## src/rtl/cpu_pkg.sv

```systemverilog
// Shared decode definitions for the integer pipeline.
// Opcodes, field positions and the decoded-instruction bundle.
package cpu_pkg;

  localparam int OP_LSB = 26;
  localparam int RS_LSB = 21;
  localparam int RT_LSB = 16;
  localparam int RD_LSB = 11;
  localparam int FN_LSB = 0;

  localparam logic [5:0] OP_RTYPE = 6'h00;
  localparam logic [5:0] OP_J     = 6'h02;
  localparam logic [5:0] OP_BEQ   = 6'h04;
  localparam logic [5:0] OP_BNE   = 6'h05;
  localparam logic [5:0] OP_ADDI  = 6'h08;
  localparam logic [5:0] OP_ADDIU = 6'h09;
  localparam logic [5:0] OP_SLTI  = 6'h0A;
  localparam logic [5:0] OP_SLTIU = 6'h0B;
  localparam logic [5:0] OP_ANDI  = 6'h0C;
  localparam logic [5:0] OP_ORI   = 6'h0D;
  localparam logic [5:0] OP_XORI  = 6'h0E;
  localparam logic [5:0] OP_LUI   = 6'h0F;
  localparam logic [5:0] OP_LW    = 6'h23;
  localparam logic [5:0] OP_SW    = 6'h2B;

  typedef struct packed {
    logic [5:0]  op;
    logic [5:0]  funct;
    logic [4:0]  rs;
    logic [4:0]  rt;
    logic [4:0]  dest;
    logic [31:0] imm;
    logic        uses_rs;
    logic        uses_rt;
    logic        wen;
  } dec_t;

  typedef enum logic [1:0] {
    EMPTY = 2'b00,
    DEC   = 2'b01,
    OUT   = 2'b10,
    BOTH  = 2'b11
  } of_state_t;

endpackage

```

## src/rtl/instr_decode.sv

```systemverilog
// Combinational field split and class decode.
// Unknown opcodes decode as nops with no register use.
module instr_decode
  import cpu_pkg::*;
(
  input  logic [31:0] i_instr,
  output dec_t        o_dec
);

  logic [5:0]  w_op;
  logic [4:0]  w_rd;
  logic [15:0] w_imm16;
  logic        w_zext;

  assign w_op    = i_instr[OP_LSB +: 6];
  assign w_rd    = i_instr[RD_LSB +: 5];
  assign w_imm16 = i_instr[15:0];
  assign w_zext  = (w_op == OP_ANDI) |
                   (w_op == OP_ORI)  |
                   (w_op == OP_XORI);

  always_comb begin
    o_dec       = '0;
    o_dec.op    = w_op;
    o_dec.funct = i_instr[FN_LSB +: 6];
    o_dec.rs    = i_instr[RS_LSB +: 5];
    o_dec.rt    = i_instr[RT_LSB +: 5];
    o_dec.imm   = w_zext ? {16'h0, w_imm16}
                         : {{16{w_imm16[15]}}, w_imm16};
    unique case (1'b1)
      (w_op == OP_RTYPE): begin
        o_dec.uses_rs = 1'b1;
        o_dec.uses_rt = 1'b1;
        o_dec.wen     = 1'b1;
        o_dec.dest    = w_rd;
      end
      (w_op[5:3] == 3'b001),
      (w_op == OP_LW): begin
        o_dec.uses_rs = 1'b1;
        o_dec.wen     = 1'b1;
        o_dec.dest    = i_instr[RT_LSB +: 5];
      end
      (w_op == OP_SW),
      (w_op == OP_BEQ),
      (w_op == OP_BNE): begin
        o_dec.uses_rs = 1'b1;
        o_dec.uses_rt = 1'b1;
      end
      default: ;
    endcase
  end

endmodule

```

## src/rtl/operand_fetch.sv

```systemverilog
// Decode/operand-fetch stage: two-slot skid, scoreboard,
// RAW stall and writeback bypass ahead of execute.
module operand_fetch
  import cpu_pkg::*;
#(
  parameter int XLEN = 32,
  parameter int NREG = 32,
  parameter int AW   = 5
) (
  input  logic            clk,
  input  logic            rst_n,
  input  logic            in_valid,
  output logic            in_ready,
  input  logic [31:0]     in_instr,
  output logic [AW-1:0]   rf_addr1,
  output logic [AW-1:0]   rf_addr2,
  input  logic [XLEN-1:0] rf_out1,
  input  logic [XLEN-1:0] rf_out2,
  input  logic            wb_valid,
  input  logic [AW-1:0]   wb_addr,
  input  logic [XLEN-1:0] wb_data,
  output logic            out_valid,
  input  logic            out_ready,
  output logic [5:0]      out_op,
  output logic [5:0]      out_funct,
  output logic [XLEN-1:0] out_a,
  output logic [XLEN-1:0] out_b,
  output logic [XLEN-1:0] out_imm,
  output logic [AW-1:0]   out_dest,
  output logic            out_wen
);

  of_state_t       r_state, w_state_nxt;
  dec_t            r_dec, w_dec_in;
  logic [NREG-1:0] r_pend, w_pend_nxt;

  logic [5:0]      r_op, r_funct;
  logic [XLEN-1:0] r_a, r_b, r_imm;
  logic [AW-1:0]   r_dest;
  logic            r_wen;

  logic w_dec_v, w_out_v;
  logic w_byp1, w_byp2, w_haz;
  logic w_adv, w_acc;
  logic w_dec_nxt, w_out_nxt;

  instr_decode u_dec (
    .i_instr (in_instr),
    .o_dec   (w_dec_in)
  );

  assign w_dec_v = r_state[0];
  assign w_out_v = r_state[1];

  assign w_byp1 = wb_valid && (wb_addr == r_dec.rs);
  assign w_byp2 = wb_valid && (wb_addr == r_dec.rt);

  // A writeback landing this cycle resolves the hazard via bypass.
  assign w_haz =
    (r_dec.uses_rs & r_pend[r_dec.rs] & ~w_byp1) |
    (r_dec.uses_rt & r_pend[r_dec.rt] & ~w_byp2);

  assign w_adv = w_dec_v & ~w_haz & (~w_out_v | out_ready);
  assign in_ready = ~w_dec_v | w_adv;
  assign w_acc = in_valid & in_ready;

  assign rf_addr1 = w_dec_v ? r_dec.rs : '0;
  assign rf_addr2 = w_dec_v ? r_dec.rt : '0;

  always_comb begin
    w_dec_nxt = w_dec_v;
    w_out_nxt = w_out_v;
    if (w_acc)
      w_dec_nxt = 1'b1;
    else if (w_adv)
      w_dec_nxt = 1'b0;
    if (w_adv)
      w_out_nxt = 1'b1;
    else if (out_ready & w_out_v)
      w_out_nxt = 1'b0;
    w_state_nxt = of_state_t'({w_out_nxt, w_dec_nxt});
  end

  // Set after clear so an issuing writer wins over a retiring one.
  always_comb begin
    w_pend_nxt = r_pend;
    if (wb_valid)
      w_pend_nxt[wb_addr] = 1'b0;
    if (w_adv & r_dec.wen)
      w_pend_nxt[r_dec.dest] = 1'b1;
  end

  always_ff @(posedge clk or negedge rst_n) begin
    if (!rst_n) begin
      r_state <= EMPTY;
      r_pend  <= '0;
      r_dec   <= '0;
    end else begin
      r_state <= w_state_nxt;
      r_pend  <= w_pend_nxt;
      if (w_acc)
        r_dec <= w_dec_in;
    end
  end

  always_ff @(posedge clk or negedge rst_n) begin
    if (!rst_n) begin
      r_op    <= '0;
      r_funct <= '0;
      r_a     <= '0;
      r_b     <= '0;
      r_imm   <= '0;
      r_dest  <= '0;
      r_wen   <= 1'b0;
    end else if (w_adv) begin
      r_op    <= r_dec.op;
      r_funct <= r_dec.funct;
      r_a     <= w_byp1 ? wb_data : rf_out1;
      r_b     <= w_byp2 ? wb_data : rf_out2;
      r_imm   <= r_dec.imm;
      r_dest  <= r_dec.dest;
      r_wen   <= r_dec.wen;
    end
  end

  assign out_valid = w_out_v;
  assign out_op    = r_op;
  assign out_funct = r_funct;
  assign out_a     = r_a;
  assign out_b     = r_b;
  assign out_imm   = r_imm;
  assign out_dest  = r_dest;
  assign out_wen   = r_wen;

endmodule

```

## config.mk

```make
export PLATFORM = sky130hd
export DESIGN_NAME = operand_fetch
export DESIGN_NICKNAME = d
export VERILOG_FILES = /design/src/rtl/cpu_pkg.sv /design/src/rtl/instr_decode.sv /design/src/rtl/operand_fetch.sv
export SDC_FILE = /design/constraint.sdc
export NUM_CORES = 1
export LEC_CHECK = 0
export ABC_AREA = 1
export CELL_PAD_IN_SITES_DETAIL_PLACEMENT = 0
export CELL_PAD_IN_SITES_GLOBAL_PLACEMENT = 1
export CORE_AREA = 2 2 165 167
export CTS_CLUSTER_SIZE = 40
export DETAILED_ROUTE_END_ITERATION = 10
export DIE_AREA = 0 0 167 169
export MAX_ROUTING_LAYER = met4
export PLACE_DENSITY_LB_ADDON = 0.2
export SLEW_MARGIN = 20
export SYNTH_ARGS = -nofsm -noshare
export SYNTH_HDL_FRONTEND = slang
export SYNTH_SLANG_ARGS = --single-unit
export TNS_END_PERCENT = 100
```

## constraint.sdc

```tcl
create_clock -name clk -period 2.6 [get_ports clk]
set_input_delay 0.39 -clock clk [delete_from_list [all_inputs] [get_ports clk]]
set_output_delay 0.39 -clock clk [all_outputs]
set_load 0.01 [all_outputs]
```

==> impl_metrics.csv, run 1 <==
group,metric,value,unit
outcome,outcome,"finished, final reports clean",
clock_network,cts_tree,"yes",
clock_network,cts_max_path_buffers,2,
drt,drc,0,
power_and_ir_drop,combPwrFrac,47.4,%
global_routing,grt_use_total,21.9,%
synth,synth_area_leaders,"dfrtp_1 (48%), nand2_1 (18%), nand3_1 (12%)",
run,drv_cap,0,
synth,synth-edff-count,0,
drt,via_per_inst,4.78,
timing,finalMaxSlewViolations,0,
synth,ys_types,25,
synth,syn_nets,1333,
worst_setup_path,crit_slowest_cell,"dfrtp_2",
place,io_buffers,263,
clock_network,path_clk_slew,0.09,ns
global_routing,grt_pass1_vias,8535,
finish,multi_input_area,3750,um^2
drt,vias,8592,
synth,synthesis.area,8850,um^2
finish,drive_gt1_share,9.15,%
finish,final_cells,1796,
worst_hold_path,hp-class,"primary input to asynchronous set/reset pin",
synth,synth_flop_cell,"dfrtp_1",
timing,timing.fmax,402,MHz
worst_setup_path,crit_top_cell,"nand3_1",
global_routing,grt_pass1_wl,47.3,mm
drt,wl_per_cell,16.9,um
place,dp.cells,1754,
power_and_ir_drop,sw_frac_of_total,39.6,%
synth,yosysMostFrequentCell,"nand2_1",
die,rows,60,
timing,rsz0062_at_grt,"false",
drt,drtAntennaViolNets,0,
clock_network,clk_latency,0.44,ns
finish,nets,1579,
power_and_ir_drop,internal_power,7.72,mW
worst_setup_path,cp_max_fo,5,
timing,min_period,2.49,ns
worst_setup_path,crit_path_end_kind,"output pin",
worst_setup_path,required,2.21,ns
worst_setup_path,crit_arrival,2.10,ns
worst_setup_path,rr_worst_depth,13,
die,fp.dieArea,28200,um^2
global_routing,grt_max_degree,79,
synth,postSynthAreaPerCell,7.40,um^2
synth,ys_ff_latch,168,
timing,max-slew-margin-rel,56.8,%
worst_setup_path,slowest_delay,0.42,ns
die,start_util,33.4,%
drt,dr.first_iter.drc_count,523,
worst_setup_path,cp_cell_sequence,"buf_12 -> or2_2 -> nand3_1 -> nand3_1 -> nand3_1 -> nand3_1 -> nand3_1 -> nand2_2 -> o21bai_4 -> buf_6",
synth,ys_warn_count,0,
worst_setup_path,worstSetupPathType,"flip-flop to output pin",
power_and_ir_drop,power_density,1020,nW/um^2
synth,synth_commonest_cells,"nand2_1 (415), nand3_1 (204), dfrtp_1 (168)",
timing,finalHoldViolations,0,
place,hpwl,21.5,mm
worst_setup_path,worstSetupStartpointType,"flip-flop",
synth,synthArstFlopShare,100,%
clock_network,htree_levels,4,
synth,synth_top_area_share,47.5,%
power_and_ir_drop,seqPwrFrac,32.4,%
power_and_ir_drop,vdd_drop_max,0.409,mV
place,place.gp.congestion,0.852,
timing,holdWs,0.435,ns
synth,ys_seq_area_share,47.5,%
clock_network,cts_made_buffers,17,
power_and_ir_drop,leakage,6.17,nW
finish,n_fill_cell,2704,
timing,worst_slew_pin_slew,0.648,ns
synth,synth.largest_area_cell,"dfrtp_1",
power_and_ir_drop,clock_power_share,20.2,%
power_and_ir_drop,p_switching,5.07,mW
timing,finalCritPeriodShare,95.6,%
die,chipWidth,167,um
clock_network,root_buffer,"clkbuf_16",
synth,syn_inst,1195,
finish,seqCellArea,4210,um^2
die,die_h,169,um
timing,setup_viol,0,
die,ioPinCount,264,
global_routing,antenna_found_initial,1,
finish,area_delta_synth_final,42.0,%
timing,clock_skew,0.0196,ns
die,core,26500,um^2
global_routing,overflow,0,
drt,first_pass_iters,5,
clock_network,clock_sinks,168,
drt,wl,30.4,mm
-- stage by stage --
step                      utilization [%]  setup WS, ns  power (mW)  TNS [ns]  area [um^2]
final                                47.4         0.114        12.8         0        12600
after global routing                 47.4       0.00741        13.7         0        12600
after CTS                            47.1        0.0892        12.8         0        12500
after detailed placement             44.7        -0.205        10.1     -7.63        11800
after global placement               44.7        -0.211        10.1     -7.00        11800
after floorplan                         -         0.643        7.19         0         8850
-- worst max-delay path, delay by kind of cell, from the launching register on --
family / cells / cell delay (ns)
AO/OA/AOI/OAI: 1 / 0.17
flip-flops: 1 / 0.42
buffers and inverters: 2 / 0.26
AND/OR/NAND/NOR: 7 / 0.81
-- layer usage --
layer / global-route usage, % / vias up / part of all wire [%]
met4: 7.38 / 0 / 2.4
met5: - / - / 0
met3: 6.01 / 50 / 5.6
li1: - / 4306 / -
met1: 26.5 / 4024 / 43
met2: 35.5 / 212 / 49
-- power groups by stage --
| stage | registers (mW) | logic (mW) | clock network [mW] |
|---|---|---|---|
| 2_1_floorplan | 4.39 | 2.80 | 0 |
| 3_3_place_gp | 4.18 | 5.93 | 0 |
| 3_5_place_dp | 4.18 | 5.94 | 0 |
| 4_1_cts | 4.15 | 6.01 | 2.64 |
| 5_1_grt | 4.28 | 6.70 | 2.77 |
| 6_report | 4.14 | 6.07 | 2.58 |
-- cell type report --
cell class	instances	share of cell area (%)
flip-flops and latches	168	33.5
multi-input cells	832	29.8
clock buffers	17	3.38
diodes	1	0.0199
well taps	341	3.39
inverters	104	3.15
clock inverters	15	1.37
repair buffers	318	25.4
-- cells in the final DEF (no fill, tap or decap), types with 5 or more instances in the layout --
cell	Yosys	layout
buf_12	0	8
buf_4	27	42
clkbuf_16	0	18
clkdlybuf4s50_1	0	261
dfrtp_1	168	167
inv_1	97	97
inv_8	0	8
nand2_1	415	415
nand3_1	204	202
nor2_1	15	14
o211ai_1	6	6
o21ai_0	108	108
o21ai_1	29	29
o22ai_1	5	5
or2_2	33	33
-- logic make-up (layout without fill, tap and decap cells) --
kind of cell	count (synthesis)	after routing	share of synthesized area, %
and+or+nand+nor	675	675	32.7
buffers and inverters	195	454	10.3
DFF	168	168	47.5
AOI/OAI and AO/OA	157	157	9.47
other	0	1	0
-- final timing paths --
kind	from	end	slack [ns]
min in group clk	out_a[9]$_DFFE_PN0P_	out_a[9]$_DFFE_PN0P_	0.47
hold reg to reg	out_a[9]$_DFFE_PN0P_	out_a[9]$_DFFE_PN0P_	0.47
max in group asynchronous	rst_n	out_a[23]$_DFFE_PN0P_	1.40
setup reg to reg	r_dec[40]$_DFFE_PN0P_	r_dec[33]$_DFFE_PN0P_	0.18
setup / recovery	r_dec[40]$_DFFE_PN0P_	in_ready	0.11
hold / removal	rst_n	r_dec[53]$_DFFE_PN0P_	0.44
-- sequential cells by signal, indices dropped and copies added (netlist names) --
| name | flops |
|---|---|
| out_imm | 12 |
| out_op | 6 |
| r_pend | 32 |
| r_dec | 41 |
| out_a | 32 |
| r_state | 2 |
| out_b | 32 |
| out_dest | 5 |
| out_funct | 5 |
| out_wen | 1 |
-- what timing repair did --
item | 4_1_cts | 5_1_grt
hold buffers | 1 | 0
endpoints found under the setup margin | 1 | 23
resized for setup | 6 | 5
setup buffers | 3 | 4
gates cloned | 0 | 1
pin swaps | 1 | 5
endpoints found under the hold margin | 36 | 0
Note: power is estimated with default switching activity, not from simulation.
==> run 2: changes to the inputs <==
Settings changed: SLEW_MARGIN 20 to unset.
==> results of run 2 <==
Same layout as run 1: the final DEF is identical, and so are final timing and power.
